`src/rtl/dr_sweep_if.sv`:
```
`timescale 1ns/1ps
`default_nettype none
// ============================================================================
// Module : dr_sweep_if
// Desc   : Sweep control, FIR sample and result-record signals of the sweeper.
// Rev    : 1.0  initial release
// ============================================================================
interface dr_sweep_if #(
  parameter int OUT_WIDTH = 32,
  parameter int AMP_WIDTH = 16
);
  logic                        start;
  logic                        abort;
  logic signed [OUT_WIDTH-1:0] fir_data;
  logic                        fir_valid;
  logic [AMP_WIDTH-1:0]        amplitude;
  logic                        gen_enable;
  logic                        busy;
  logic                        done;
  logic                        res_valid;
  logic                        res_ready;
  logic [7:0]                  res_step;
  logic [AMP_WIDTH-1:0]        res_amp;
  logic signed [OUT_WIDTH-1:0] res_max;
  logic signed [OUT_WIDTH-1:0] res_min;
  logic [OUT_WIDTH:0]          res_p2p;

  modport master (
    input  start, abort, fir_data, fir_valid, res_ready,
    output amplitude, gen_enable, busy, done,
           res_valid, res_step, res_amp, res_max, res_min, res_p2p
  );

  modport slave (
    output start, abort, fir_data, fir_valid, res_ready,
    input  amplitude, gen_enable, busy, done,
           res_valid, res_step, res_amp, res_max, res_min, res_p2p
  );
endinterface
`default_nettype wire

```
`src/rtl/dr_sweep_controller.sv`:
```
`timescale 1ns/1ps
`default_nettype none
// ============================================================================
// Module : dr_sweep_controller
// Desc   : Amplitude sweep sequencer measuring FIR max/min/peak-to-peak per level.
// Rev    : 1.0  initial release
// ============================================================================
module dr_sweep_controller #(
  parameter int OUT_WIDTH       = 32,
  parameter int AMP_WIDTH       = 16,
  parameter int STEPS           = 10,
  parameter int AMP_MAX         = 65535,
  parameter int SETTLE_CYCLES   = 480,
  parameter int MEASURE_SAMPLES = 1024
) (
  input  wire logic   clk,
  input  wire logic   rst,
  dr_sweep_if.master  bus
);

  localparam int c_AMP_STEP = AMP_MAX / STEPS;
  localparam int c_SET_W    = $clog2(SETTLE_CYCLES + 1);
  localparam int c_MEAS_W   = $clog2(MEASURE_SAMPLES + 1);

  localparam logic [c_SET_W-1:0]          c_SETTLE_LAST = c_SET_W'(SETTLE_CYCLES - 1);
  localparam logic [c_MEAS_W-1:0]         c_MEAS_LAST   = c_MEAS_W'(MEASURE_SAMPLES - 1);
  localparam logic [7:0]                  c_STEP_LAST   = 8'(STEPS - 1);
  localparam logic signed [OUT_WIDTH-1:0] c_MOST_NEG    = {1'b1, {(OUT_WIDTH-1){1'b0}}};
  localparam logic signed [OUT_WIDTH-1:0] c_MOST_POS    = {1'b0, {(OUT_WIDTH-1){1'b1}}};

  typedef enum logic [2:0] {
    S_IDLE    = 3'd0,
    S_SETTLE  = 3'd1,
    S_MEASURE = 3'd2,
    S_REPORT  = 3'd3,
    S_DONE    = 3'd4
  } state_t;

  state_t                      r_state;
  logic [7:0]                  r_step;
  logic [c_SET_W-1:0]          r_settle_cnt;
  logic [c_MEAS_W-1:0]         r_sample_cnt;
  logic signed [OUT_WIDTH-1:0] r_max;
  logic signed [OUT_WIDTH-1:0] r_min;

  logic signed [OUT_WIDTH-1:0] w_new_max;
  logic signed [OUT_WIDTH-1:0] w_new_min;
  logic [AMP_WIDTH-1:0]        w_next_amp;

  // Running extrema including the sample on the bus this cycle
  assign w_new_max  = (bus.fir_data > r_max) ? bus.fir_data : r_max;
  assign w_new_min  = (bus.fir_data < r_min) ? bus.fir_data : r_min;
  assign w_next_amp = AMP_WIDTH'((int'(r_step) + 1) * c_AMP_STEP);

  always_ff @(posedge clk or negedge rst) begin
    if (!rst) begin
      r_state        <= S_IDLE;
      r_step         <= '0;
      r_settle_cnt   <= '0;
      r_sample_cnt   <= '0;
      r_max          <= '0;
      r_min          <= '0;
      bus.amplitude  <= '0;
      bus.gen_enable <= 1'b0;
      bus.busy       <= 1'b0;
      bus.done       <= 1'b0;
      bus.res_valid  <= 1'b0;
      bus.res_step   <= '0;
      bus.res_amp    <= '0;
      bus.res_max    <= '0;
      bus.res_min    <= '0;
      bus.res_p2p    <= '0;
    end else if (bus.abort && (r_state != S_IDLE)) begin
      r_state        <= S_IDLE;
      r_step         <= '0;
      r_settle_cnt   <= '0;
      r_sample_cnt   <= '0;
      bus.amplitude  <= '0;
      bus.gen_enable <= 1'b0;
      bus.busy       <= 1'b0;
      bus.done       <= 1'b0;
      bus.res_valid  <= 1'b0;
    end else begin
      case (r_state)
        S_IDLE, S_DONE: begin
          if (bus.start && !bus.abort) begin
            r_state        <= S_SETTLE;
            r_step         <= '0;
            r_settle_cnt   <= '0;
            bus.amplitude  <= '0;
            bus.gen_enable <= 1'b1;
            bus.busy       <= 1'b1;
            bus.done       <= 1'b0;
          end
        end
        S_SETTLE: begin
          if (r_settle_cnt == c_SETTLE_LAST) begin
            r_state      <= S_MEASURE;
            r_sample_cnt <= '0;
            r_max        <= c_MOST_NEG;
            r_min        <= c_MOST_POS;
          end else begin
            r_settle_cnt <= r_settle_cnt + 1'b1;
          end
        end
        S_MEASURE: begin
          if (bus.fir_valid) begin
            r_max <= w_new_max;
            r_min <= w_new_min;
            if (r_sample_cnt == c_MEAS_LAST) begin
              r_state        <= S_REPORT;
              bus.gen_enable <= 1'b0;
              bus.res_valid  <= 1'b1;
              bus.res_step   <= r_step;
              bus.res_amp    <= bus.amplitude;
              bus.res_max    <= w_new_max;
              bus.res_min    <= w_new_min;
              // One extra bit keeps full-scale swings from wrapping negative
              bus.res_p2p    <= {w_new_max[OUT_WIDTH-1], w_new_max}
                              - {w_new_min[OUT_WIDTH-1], w_new_min};
            end else begin
              r_sample_cnt <= r_sample_cnt + 1'b1;
            end
          end
        end
        S_REPORT: begin
          if (bus.res_ready) begin
            bus.res_valid <= 1'b0;
            if (r_step == c_STEP_LAST) begin
              r_state       <= S_DONE;
              bus.amplitude <= '0;
              bus.busy      <= 1'b0;
              bus.done      <= 1'b1;
            end else begin
              r_state        <= S_SETTLE;
              r_step         <= r_step + 1'b1;
              r_settle_cnt   <= '0;
              bus.amplitude  <= w_next_amp;
              bus.gen_enable <= 1'b1;
            end
          end
        end
        default: begin
          r_state <= S_IDLE;
        end
      endcase
    end
  end

endmodule
`default_nettype wire
```
`src/flat_wrapper.sv`:
```
// flat-port wrapper written by rule: the top's interface ports become plain ports
module dr_sweep_controller_flat 
#(
  parameter int OUT_WIDTH       = 32,
  parameter int AMP_WIDTH       = 16,
  parameter int STEPS           = 10,
  parameter int AMP_MAX         = 65535,
  parameter int SETTLE_CYCLES   = 480,
  parameter int MEASURE_SAMPLES = 1024
)
  (clk, rst, bus_start, bus_abort, bus_fir_data, bus_fir_valid, bus_res_ready, bus_amplitude, bus_gen_enable, bus_busy, bus_done, bus_res_valid, bus_res_step, bus_res_amp, bus_res_max, bus_res_min, bus_res_p2p);
  dr_sweep_if #(.OUT_WIDTH(OUT_WIDTH), .AMP_WIDTH(AMP_WIDTH)) bus_i ();
  input  wire logic clk;
  input  wire logic rst;
  input wire logic [$bits(bus_i.start)-1:0] bus_start;
  input wire logic [$bits(bus_i.abort)-1:0] bus_abort;
  input wire logic [$bits(bus_i.fir_data)-1:0] bus_fir_data;
  input wire logic [$bits(bus_i.fir_valid)-1:0] bus_fir_valid;
  input wire logic [$bits(bus_i.res_ready)-1:0] bus_res_ready;
  output wire logic [$bits(bus_i.amplitude)-1:0] bus_amplitude;
  output wire logic [$bits(bus_i.gen_enable)-1:0] bus_gen_enable;
  output wire logic [$bits(bus_i.busy)-1:0] bus_busy;
  output wire logic [$bits(bus_i.done)-1:0] bus_done;
  output wire logic [$bits(bus_i.res_valid)-1:0] bus_res_valid;
  output wire logic [$bits(bus_i.res_step)-1:0] bus_res_step;
  output wire logic [$bits(bus_i.res_amp)-1:0] bus_res_amp;
  output wire logic [$bits(bus_i.res_max)-1:0] bus_res_max;
  output wire logic [$bits(bus_i.res_min)-1:0] bus_res_min;
  output wire logic [$bits(bus_i.res_p2p)-1:0] bus_res_p2p;
  assign bus_i.start = bus_start;
  assign bus_i.abort = bus_abort;
  assign bus_i.fir_data = bus_fir_data;
  assign bus_i.fir_valid = bus_fir_valid;
  assign bus_i.res_ready = bus_res_ready;
  assign bus_amplitude = bus_i.amplitude;
  assign bus_gen_enable = bus_i.gen_enable;
  assign bus_busy = bus_i.busy;
  assign bus_done = bus_i.done;
  assign bus_res_valid = bus_i.res_valid;
  assign bus_res_step = bus_i.res_step;
  assign bus_res_amp = bus_i.res_amp;
  assign bus_res_max = bus_i.res_max;
  assign bus_res_min = bus_i.res_min;
  assign bus_res_p2p = bus_i.res_p2p;
  dr_sweep_controller #(.OUT_WIDTH(OUT_WIDTH), .AMP_WIDTH(AMP_WIDTH), .STEPS(STEPS), .AMP_MAX(AMP_MAX), .SETTLE_CYCLES(SETTLE_CYCLES), .MEASURE_SAMPLES(MEASURE_SAMPLES)) u_core (.clk(clk), .rst(rst), .bus(bus_i));
endmodule
```
`config.mk`:
```
export PLATFORM = sky130hd
export DESIGN_NAME = dr_sweep_controller_flat
export DESIGN_NICKNAME = d
export VERILOG_FILES = /design/src/rtl/dr_sweep_if.sv /design/src/rtl/dr_sweep_controller.sv /design/src/flat_wrapper.sv
export SDC_FILE = /design/constraint.sdc
export NUM_CORES = 1
export LEC_CHECK = 0
export BUFFER_PORTS_ARGS = -buffer_cell sky130_fd_sc_hd__buf_2
export CAP_MARGIN = 20
export CORE_MARGIN = 8
export CORE_UTILIZATION = 55
export DETAILED_ROUTE_END_ITERATION = 8
export MAX_ROUTING_LAYER = met4
export PLACE_DENSITY_LB_ADDON = 0.05
export SLEW_MARGIN = 20
export SYNTH_ARGS = -nofsm -noshare
export SYNTH_HDL_FRONTEND = slang
export SYNTH_SLANG_ARGS = --single-unit
```
`constraint.sdc`:
```
create_clock -name clk -period 5.9 [get_ports clk]
set_input_delay 0.59 -clock clk [delete_from_list [all_inputs] [get_ports clk]]
set_output_delay 0.59 -clock clk [all_outputs]
set_load 0.02 [all_outputs]
```
==> qor.csv, run 1 <==
metric,value,unit
status,finished clean,
Final Max Tran Viols,0,
Synth top area share,0.3756,
met3 routed WL,2665,um
setup violators final,0,
total power draw,4.198,mW
number of synthesized flops with an enable pin,0,
# H-tree levels,1,
DP HPWL,31460,um
min cycle time layout,5520,ps
Final nets,2039,
clock buffer depth,3,
Core Area,28390,um^2
routed vias/inst,5.925,
Hold Path Class,in2reg,
Layout fillers,2475,
Worst EP arrival,5990,ps
leak pwr,8.862,nW
initial antenna violation count,2,
synth top area cells,"dfrtp_1, ha_1, nand2_1, inv_1, a211oi_1",
largest net degree at the start of global routing,131,
Post-CTS Setup Repair Bufs,0,
post-route ant nets,0,
row cnt,62,
Synth warnings,0,
Layout area overhead,14.49,%
Startpoint Class,flip-flop,
CTS tree,yes,
"Net Count, Synth",1891,
max_cap viols,0,
sequential-to-total area share from yosys stat,0.3756,
wire length per cell,19.90,um
multi-input logic area,8917,um^2
RSZ-0062 raised after global routing,false,
"FFs w/ async S/R, synth",1.000,
relative slew slack,0.3189,
clock tree sinks,236,
"commonest non-fill, non-tap cell in the layout",dfrtp_1,
most frequent cells in the layout,"dfrtp_1, nand2_1, buf_2",
global-route wire length before repair,72210,um
Cells after Synth,1698,
Skew-Pair Late Insertion Delay,550,ps
CP Capture Type,flip-flop,
cts bufs inserted,29,
Routed WL,44810,um
Initial DRT Pass Iterations,5,
Mapped Area,15720,um^2
max layer used,met4,
vias in the first global route,13216,
io pins,179,
hold violation count in the final report,0,
# port buffers,178,
Clock Skews,9.280,ps
M1 WL,19640,um
Die Width,185.1,um
clock-pin slew on the worst setup and hold paths,60,ps
Post-Syn Area per Cell,9.259,um^2
Synth cell types,79,
Starting DRT DRC Count,972,
die height,185.1,um
fmax,0.1812,GHz
total gr overflow,0,
register area,5906,um^2
CP max FO,13,
DR DRC count,0,
Root Driver,clkbuf_16,
met2 wire length,21440,um
share of layout cells above drive strength 1,0.1850,
Synth area leader,dfrtp_1,
die area,34250,um^2
Synth Register Bits,236,
worst vdd ir,0.2286,mV
Initial Util,0.5538,
CP required,6370,ps
Placer Congestion,1.076,
crit path kind,reg2reg,
Via Count,13342,
Setup TNS Final,0,ps
GRT Util Overall,0.2688,
Pwr Density,233.2,nW/um^2
Worst-Margin Slew,1022,ps
Tcrit/Tclk final,0.9355,
Synth Flop Type,dfrtp_1,
repair_timing:
item                                   in CTS  in global routing
gates resized for setup                     0                  0
endpoints found under the hold margin       0                 48
hold buffers                                0                  1
area by class of cell:
type / instances / share of cell area
antenna: 3 / 0.0004170
sequential: 236 / 0.3281
inverter: 143 / 0.02982
clock buffer: 42 / 0.04692
timing repair buffer: 209 / 0.06742
multi-input combinational: 1227 / 0.4954
clock inverter: 8 / 0.005283
tap: 384 / 0.02669
stage by stage:
step	std cells	setup WS (ps)	cell area, um^2	hold WS [ps]	utilization
after global placement	2196	285.1	16990	453.4	0.5984
final	2252	380.3	18000	363.2	0.6340
after detailed placement	2196	211.4	16990	462.4	0.5984
after global routing	2251	153.2	18000	359.9	0.6339
after CTS	2246	450.6	17930	213.6	0.6315
after floorplan	1698	1026	15720	294.4	-
worst max-delay path, cell delays in order, from the launching register on:
cell and delay (ps):
dfrtp_1 440, inv_1 70, ha_1 290, a21o_1 180, a21o_1 190, a221oi_1 450
a31o_2 280, a21oi_1 150, nor2_4 290, buf_4 310, mux2i_1 260, ha_1 310
nor2b_1 170, o2111ai_1 250, a32oi_1 200, a31oi_2 420, buf_4 200, o21ai_2 70
a311oi_2 430, o21ai_0 270, a21oi_1 180
power by group:
group / total, mW / leakage [nW] / switching [mW] / internal (mW)
clock: 1.77 / 0.459 / 0.697 / 1.07
combinational: 0.772 / 5.12 / 0.496 / 0.276
sequential: 1.66 / 3.28 / 0.0240 / 1.64
total: 4.20 / 8.86 / 1.22 / 2.98
path summary, 6_finish.rpt:
path / from / to / slack, ps / cells past startpoint
hold reg to reg: u_core.bus.res_p2p[19] / u_core.bus.res_p2p[19] / 470 / 2
setup reg to reg: u_core.r_min[13] / u_core.bus.res_p2p[32] / 380 / 20
min in group asynchronous: rst / u_core.bus.res_p2p[26] / 540 / 2
hold / removal: bus_fir_data[10] / u_core.bus.res_min[10] / 360 / 3
setup / recovery: u_core.r_min[13] / u_core.bus.res_p2p[32] / 380 / 20
max in group asynchronous: rst / u_core.bus.res_step[0] / 4030 / 4
cells in the mapped netlist, types with 3 or more instances:
| cell type | number |
|---|---|
| a31oi_1 | 6 |
| o21bai_1 | 3 |
| or2_2 | 5 |
| o21ai_0 | 91 |
| and3_1 | 17 |
| inv_1 | 141 |
| xor2_1 | 14 |
| nor2_1 | 106 |
| nor2b_1 | 14 |
| nor3_1 | 16 |
| ha_1 | 137 |
| nand4_1 | 54 |
| buf_2 | 24 |
| o211ai_1 | 40 |
| nand2b_1 | 7 |
| a22o_1 | 3 |
| a21oi_1 | 70 |
| nand3_1 | 33 |
| o21ai_1 | 5 |
| mux2_2 | 34 |
| o31ai_1 | 15 |
| buf_6 | 4 |
| mux2_4 | 27 |
| nor3_2 | 3 |
| fa_1 | 18 |
| xnor2_1 | 32 |
| o2111ai_1 | 4 |
| or3_1 | 3 |
| or4_1 | 7 |
| a32o_1 | 31 |
| a32oi_1 | 3 |
| a211oi_1 | 69 |
| clkbuf_1 | 64 |
| a21o_1 | 27 |
| nor4_1 | 7 |
| nand2_1 | 231 |
| dfrtp_1 | 236 |
| o21a_1 | 10 |
| a31o_2 | 3 |
| mux2i_1 | 38 |
sequential cells by signal, indices dropped and copies added (netlist names):
register               count
u_core.r_max              32
u_core.bus.gen_enable      1
u_core.bus.busy            1
u_core.bus.res_amp        16
u_core.bus.done            1
u_core.bus.res_max        32
u_core.bus.res_p2p        33
u_core.bus.amplitude      16
u_core.r_state             3
u_core.r_settle_cnt        9
u_core.r_step              8
u_core.bus.res_valid       1
u_core.r_min              32
u_core.bus.res_min        32
u_core.bus.res_step        8
u_core.r_sample_cnt       11
metal layers:
metal	GRT usage	vias to the layer above
met2	0.4381	405
met1	0.3495	6499
met5	-	-
met4	0.07010	0
met3	0.03786	77
li1	-	6361
logic make-up after synthesis:
| logic type | count (synthesis) | share of synthesized area |
|---|---|---|
| compound gates | 404 | 0.1753 |
| xor+xnor | 46 | 0.02562 |
| fa+ha+maj | 155 | 0.1319 |
| buf+inv | 235 | 0.05992 |
| flops | 236 | 0.3756 |
| mux | 100 | 0.07576 |
| simple gates | 522 | 0.1558 |
(Power assumes the default switching activity.)
==> run 2: changes to the inputs <==
- SETUP_SLACK_MARGIN: unset -> 0.5
- SLEW_MARGIN: 20 -> 10
- clock period: 5.9 -> 5.1 ns (I/O delays scaled with it)
==> run 2 against run 1 <==
  * Core utilization up 9.9 points
  * Wire length is 13% higher
  * Cell count grew 10%
  * Via count rose by 9.7%
  * Sequential cell count did not move
  * Die area unchanged
  * Hold slack worse by 350 ps
  * Clock power increased by 19%
  * Final area is 16% higher
  * Critical path depth is 18 higher
  * Global-route usage increased by 2.0 points
  * Critical endpoint is now u_core.r_step[5]
  * Largest power group unchanged
  * Highest routed layer unchanged
==> qor.csv, run 2 (same netlist as run 1, synthesis figures left out) <==
metric,value,unit,change
setup violators final,0,,unchanged
pre-CTS setup slack,-168.3,ps,-379.6 ps
"Hold-fix buffers, CTS",0,,unchanged
"slowest stage delay, CP",450,ps,about the same
Skew-Pair Late Insertion Delay,550,ps,about the same
Via Count,14630,,+9.7%
RSZ-0062 raised after global routing,true,,
crit path kind,reg2reg,,
Final Max Tran Viols,0,,unchanged
DR DRC count,0,,unchanged
CP max FO,3,,-10
Sw Ratio,0.2936,,+0.003736
Final nets,2275,,+12%
vias in the first global route,14470,,+9.5%
most frequent cells in the layout,"buf_4, nand2_1, dfrtp_1",,
DP HPWL,33660,um,+7.0%
most used routing layer,met2,,
Clk pwr share,0.405,,-0.015
fmax,0.2115,GHz,+17%
status,finished clean,,
total gr overflow,0,,unchanged
Initial Util,0.5538,,unchanged
Clock Skews,13.21,ps,+3.928 ps
relative slew slack,0.4020,,+0.08317
Biggest register,u_core.bus.res_p2p,,
CP Capture Type,flip-flop,,
"most used cell, CP",buf_4,,
largest net degree at the start of global routing,106,,-19%
combinational share of power,0.226,,+0.042
global-route wire length before repair,77480,um,+7.3%
Placer Congestion,0.9092,,-16%
die height,185.1,um,unchanged
Flop pwr share,0.369,,-0.027
Crit-path slowest cell,dfrtp_2,,
leak pwr,10.20,nW,+15%
Core Area,28390,um^2,unchanged
Worst-Margin Slew,896.9,ps,-124.7 ps
share of layout cells above drive strength 1,0.3405,,+0.1555
Hold Path Class,in2async,,
max reg flops,33,,unchanged
Hold Slack,15.32,ps,-347.8 ps
worst vdd ir,0.2354,mV,+3.0%
Int Pwr,3.677,mW,+23%
CTS tree,yes,,
total power draw,5.205,mW,+24%
# port buffers,178,,unchanged
Worst EP arrival,5170,ps,-820 ps
Starting DRT DRC Count,1230,,+27%
path depth of the worst reg2reg path,38,,+90%
hold violation count in the final report,0,,unchanged
Final Worst Setup Slack,372.3,ps,-8.014 ps
met1 usage in global routing,0.3624,,+0.01287
Initial DRT Pass Iterations,7,,+2
clock-pin slew on the worst setup and hold paths,70,ps,about the same
cts bufs inserted,27,,-6.9%
min cycle time layout,4728,ps,-792.0 ps
Sw Pwr,1.528,mW,+26%
Layout area overhead,32.29,%,
routed vias/inst,5.880,,-0.75%
row cnt,62,,unchanged
Startpoint Class,flip-flop,,
Routed WL,50470,um,+13%
Tcrit/Tclk final,0.9270,,-0.008540
Die Width,185.1,um,unchanged
clock tree sinks,236,,unchanged
CP required,5540,ps,-830 ps
"commonest non-fill, non-tap cell in the layout",buf_4,,
initial antenna violation count,1,,-1
Layout fillers,2143,,-13%
clock buffer depth,3,,unchanged
io pins,179,,unchanged
max_cap viols,0,,unchanged
met2 GRT Util,0.4791,,+0.04102
die area,34250,um^2,unchanged
Root Driver,clkbuf_16,,
GRT Util Overall,0.2886,,+0.01984
Pwr Density,250.3,nW/um^2,+7.3%
# H-tree levels,1,,unchanged
met3 usage,0.03609,,-0.001765
wire length per cell,20.29,um,+1.9%
post-route ant nets,0,,unchanged
## run 2: final cells by class
class	count	area (um^2)	share of cell area
inverters	143	539.3	0.02593
repair buffers	447	3131	0.1505
multi-input cells	1227	9769	0.4697
well taps	384	480.5	0.02310
clock inverters	12	175.2	0.008422
clock buffers	38	787.0	0.03784
flip-flops and latches	236	5916	0.2844
diodes	1	2.502	0.0001203
## run 2: routing by layer
layer	vias up	wire length, um
li1	6839	-
met1	7138	21000
met2	534	24730
met3	119	3029
met4	0	1722
met5	-	0
## run 2: power by group through the flow
stage / clock network [mW] / registers, mW / logic (mW)
6_report: 2.11 / 1.92 / 1.18
5_1_grt: 2.21 / 1.92 / 1.27
4_1_cts: 2.14 / 1.92 / 1.09
3_5_place_dp: 0 / 1.95 / 1.01
3_3_place_gp: 0 / 1.95 / 0.999
2_1_floorplan: 0 / 1.95 / 0.603
## run 2: worst paths after layout
path | startpoint | end | slack, ps
setup / recovery | u_core.r_step[0] | u_core.r_step[5] | 370
min in group clk | bus_fir_data[21] | u_core.r_max[21] | 280
hold / removal | rst | u_core.bus.res_p2p[26] | 20
setup reg to reg | u_core.r_step[0] | u_core.r_step[5] | 370
max in group asynchronous | rst | u_core.r_min[9] | 3810
hold reg to reg | u_core.bus.res_p2p[16] | u_core.bus.res_p2p[16] | 470
## run 2: what timing repair did
action	in CTS	in global routing
setup buffers	68	48
resized for setup	83	102
pin swaps	44	82
endpoints found under the hold margin	0	0
endpoints found under the setup margin	23	28
## run 2: critical path, delay by kind of cell (launching register included)
kind,cells,cell delay (ps)
flops,1,450
simple gates,3,220
compound gates,2,210
buf+inv,33,3710
## run 2: metrics by stage
stage / setup TNS (ps) / util / instances / area [um^2]
after floorplan: 0 / - / 1698 / 15810
after global placement: -6.477 / 0.6340 / 2320 / 18000
after detailed placement: -359.2 / 0.6340 / 2320 / 18000
after CTS: 0 / 0.7027 / 2438 / 19950
after global routing: 0 / 0.7326 / 2488 / 20800
final: 0 / 0.7326 / 2488 / 20800
==> run 3: changes to the inputs <==
- ABC_AREA: unset -> 1
==> run 3 against run 2 <==
  * Clock-buffer cell count shrank 4
  * Global-route usage grew 0.20 points
  * Critical path depth shrank 14
  * Combinational power grew to 5.7 times the previous value
  * Sequential share of layout area grew 3.1 points
  * Register-to-register slack gained 80 ps
  * Highest routed layer unchanged
==> qor.csv, run 3 <==
metric,value,unit,change
Hold Path Sink,u_core.r_min[20],,
CP cell instances,inv_2 -> nor3_4 -> nand3_2 -> xor2_2 -> inv_2 -> ha_4 -> ha_1 -> inv_1 -> fa_1 -> inv_2 -> fa_1 -> inv_2 -> fa_1 -> inv_2 -> ha_4 -> nand2_1 -> inv_2 -> nand3_2 -> o21ai_2 -> nand2_2 -> a21oi_2 -> a21oi_1 -> o21ai_0 -> o21ai_0,,
Setup TNS Final,0,ps,unchanged
clock tree sinks,236,,unchanged
worst r2r dst,u_core.bus.amplitude[12],,
"slowest stage delay, CP",530,ps,+80 ps
Initial DRT Pass Iterations,5,,-2
reg-to-reg setup timing slack,460,ps,+80 ps
row cnt,62,,unchanged
Pwr Density,595.6,nW/um^2,+140%
min cycle time layout,4645,ps,-83.05 ps
Crit path max-delay family,adder cells,,
"commonest non-fill, non-tap cell in the layout",nand2_1,,
Crit-path slowest cell,fa_1,,
die height,185.6,um,+0.26%
synth top area cells,"dfrtp_1, nand2_1, ha_1, nand3_1, inv_1",,
Core Area,28550,um^2,+0.55%
Post-Syn Area per Cell,7.414,um^2,-20%
Synth cell types,45,,-43%
DP HPWL,36170,um,+7.5%
Biggest register,u_core.bus.res_p2p,,
Hold Slack,351.9,ps,+336.6 ps
CTS tree,yes,,
Synth Register Bits,236,,unchanged
Mapped Area,15810,um^2,+0.58%
worst vdd ir,0.3020,mV,+28%
post-route ant nets,0,,unchanged
wire length per cell,17.85,um,-12%
antenna cells,0,,-1
# H-tree levels,1,,unchanged
crit path kind,reg2reg,,
Synth top area share,0.3734,,-0.002169
RSZ-0062 raised after global routing,true,,
worst r2r src,u_core.r_step[2],,
DR DRC count,0,,unchanged
Synth Flop Type,dfrtp_1,,
Initial Util,0.5540,,about the same
worst hold path cell count,5,,
leak pwr,10.14,nW,-0.57%
most frequent cells in the layout,"nand2_1, inv_1, dfrtp_1",,
path depth of the worst reg2reg path,24,,-37%
most frequent cell after synthesis,nand2_1,,
Tcrit/Tclk final,0.9107,,-0.01628
largest net degree at the start of global routing,107,,+0.94%
Hold Path Class,in2reg,,
Startpoint Class,flip-flop,,
Skew-Pair Late Insertion Delay,550,ps,about the same
io pins,179,,unchanged
max reg flops,33,,unchanged
"most used cell, CP",inv_2,,
Final nets,2527,,+11%
Root Driver,clkbuf_16,,
"Net Count, Synth",2326,,+23%
Placer Congestion,0.9705,,+6.7%
Synth warnings,0,,unchanged
fmax,0.2153,GHz,+1.8%
GRT Util Overall,0.2907,,+0.002042
hold violation count in the final report,0,,unchanged
CP required,5490,ps,-50 ps
vias in the first global route,14938,,+3.2%
number of synthesized flops with an enable pin,0,,unchanged
# port buffers,178,,unchanged
Worst EP arrival,5030,ps,-140 ps
routed vias/inst,5.545,,-5.7%
Via Count,15161,,+3.6%
Synth area leader,dfrtp_1,,
CP bufs+invs,7,,-79%
clock-pin slew on the worst setup and hold paths,60,ps,about the same
Starting DRT DRC Count,1170,,-4.9%
CP Capture Type,flip-flop,,
sequential-to-total area share from yosys stat,0.3734,,-0.002169
total gr overflow,0,,unchanged
global-route wire length before repair,78390,um,+1.2%
Final Util,0.6570,,-0.07564
Cells after Synth,2133,,+26%
Die Width,185.6,um,+0.26%
cts bufs inserted,28,,+3.7%
relative slew slack,0.2744,,-0.1276
CP max FO,4,,+1
die area,34430,um^2,+0.53%
setup violators final,0,,unchanged
Layout area overhead,18.59,%,
max_cap viols,0,,unchanged
status,finished clean,,
Routed WL,48800,um,-3.3%
Final Max Tran Viols,0,,unchanged
Synth top cells by count,"nand2_1, inv_1, dfrtp_1",,
Clock Skews,16.01,ps,+2.802 ps
initial antenna violation count,0,,-1
"FFs w/ async S/R, synth",1.000,,unchanged
HP Start,bus_fir_data[20],,
clock buffer depth,3,,unchanged
Worst-Margin Slew,1088,ps,+191.5 ps
share of layout cells above drive strength 1,0.1638,,-0.1766
[run 3: worst reg2reg max path, cell delays in order (launching register included)]
cell and delay [ps]:
dfrtp_1 390, inv_2 70, nor3_4 230, nand3_2 140, xor2_2 210, inv_2 90, ha_4 220, ha_1 260
inv_1 50, fa_1 520, inv_2 40, fa_1 520, inv_2 40, fa_1 530, inv_2 50, ha_4 290
nand2_1 60, inv_2 70, nand3_2 80, o21ai_2 160, nand2_2 80, a21oi_2 150, a21oi_1 70, o21ai_0 70
o21ai_0 90
[run 3: layer usage]
layer / part of all wire / vias to the layer above / track usage
met4: 0.035 / 0 / 0.09495
met5: 0 / - / -
met3: 0.057 / 103 / 0.03670
li1: - / 7359 / -
met1: 0.45 / 7186 / 0.3824
met2: 0.46 / 513 / 0.4632
[run 3: cells by family after synthesis]
group	share of synthesized area
AND/OR/NAND/NOR	0.2897
buffers and inverters	0.08616
AO/OA/AOI/OAI	0.1040
flip-flops	0.3734
adder cells (fa/ha/maj)	0.1312
XOR/XNOR	0.01551
[run 3: how the worst max path moves through the flow]
stage	slack (ps)	startpoint	endpoint	depth (start not counted)
5_1_grt	200	u_core.r_step[2]	u_core.bus.amplitude[15]	23
3_5_place_dp	20	u_core.r_step[0]	u_core.bus.amplitude[14]	22
6_report	460	u_core.r_step[2]	u_core.bus.amplitude[12]	24
3_3_place_gp	170	u_core.r_step[0]	u_core.bus.amplitude[14]	22
4_1_cts	480	u_core.r_step[0]	u_core.bus.amplitude[14]	22
2_1_floorplan	500	u_core.r_step[0]	u_core.bus.amplitude[14]	22
[run 3: layout make-up]
type	count	area, um^2
fill	2635	9793
multi-input combinational	1546	8936
sequential	236	5907
clock buffer	34	794.5
tap	384	480.5
clock inverter	12	155.1
timing repair buffer	241	1424
inverter	281	1057
[run 3: metrics by stage]
| stage | power, mW | worst slack, ps | area (um^2) | instances |
|---|---|---|---|---|
| after detailed placement | 8.814 | 24.89 | 17190 | 2653 |
| after global routing | 12.08 | 199.6 | 18750 | 2734 |
| after CTS | 10.97 | 481.6 | 18460 | 2726 |
| final | 11.17 | 455.3 | 18750 | 2734 |
| after floorplan | 7.017 | 503.8 | 15870 | 2133 |
| after global placement | 8.700 | 172.5 | 17190 | 2653 |
[run 3: repair_timing]
action,in CTS,in global routing
resized for setup,27,66
endpoints found under the setup margin,7,33
pin swaps,17,21
endpoints found under the hold margin,40,0
hold buffers,1,0
buffers inserted,26,8
[run 3: power breakdown]
part           internal, mW  switching, mW  total (mW)
combinational          2.23           4.50        6.74
sequential             2.20          0.162        2.36
clock                  1.25          0.822        2.07
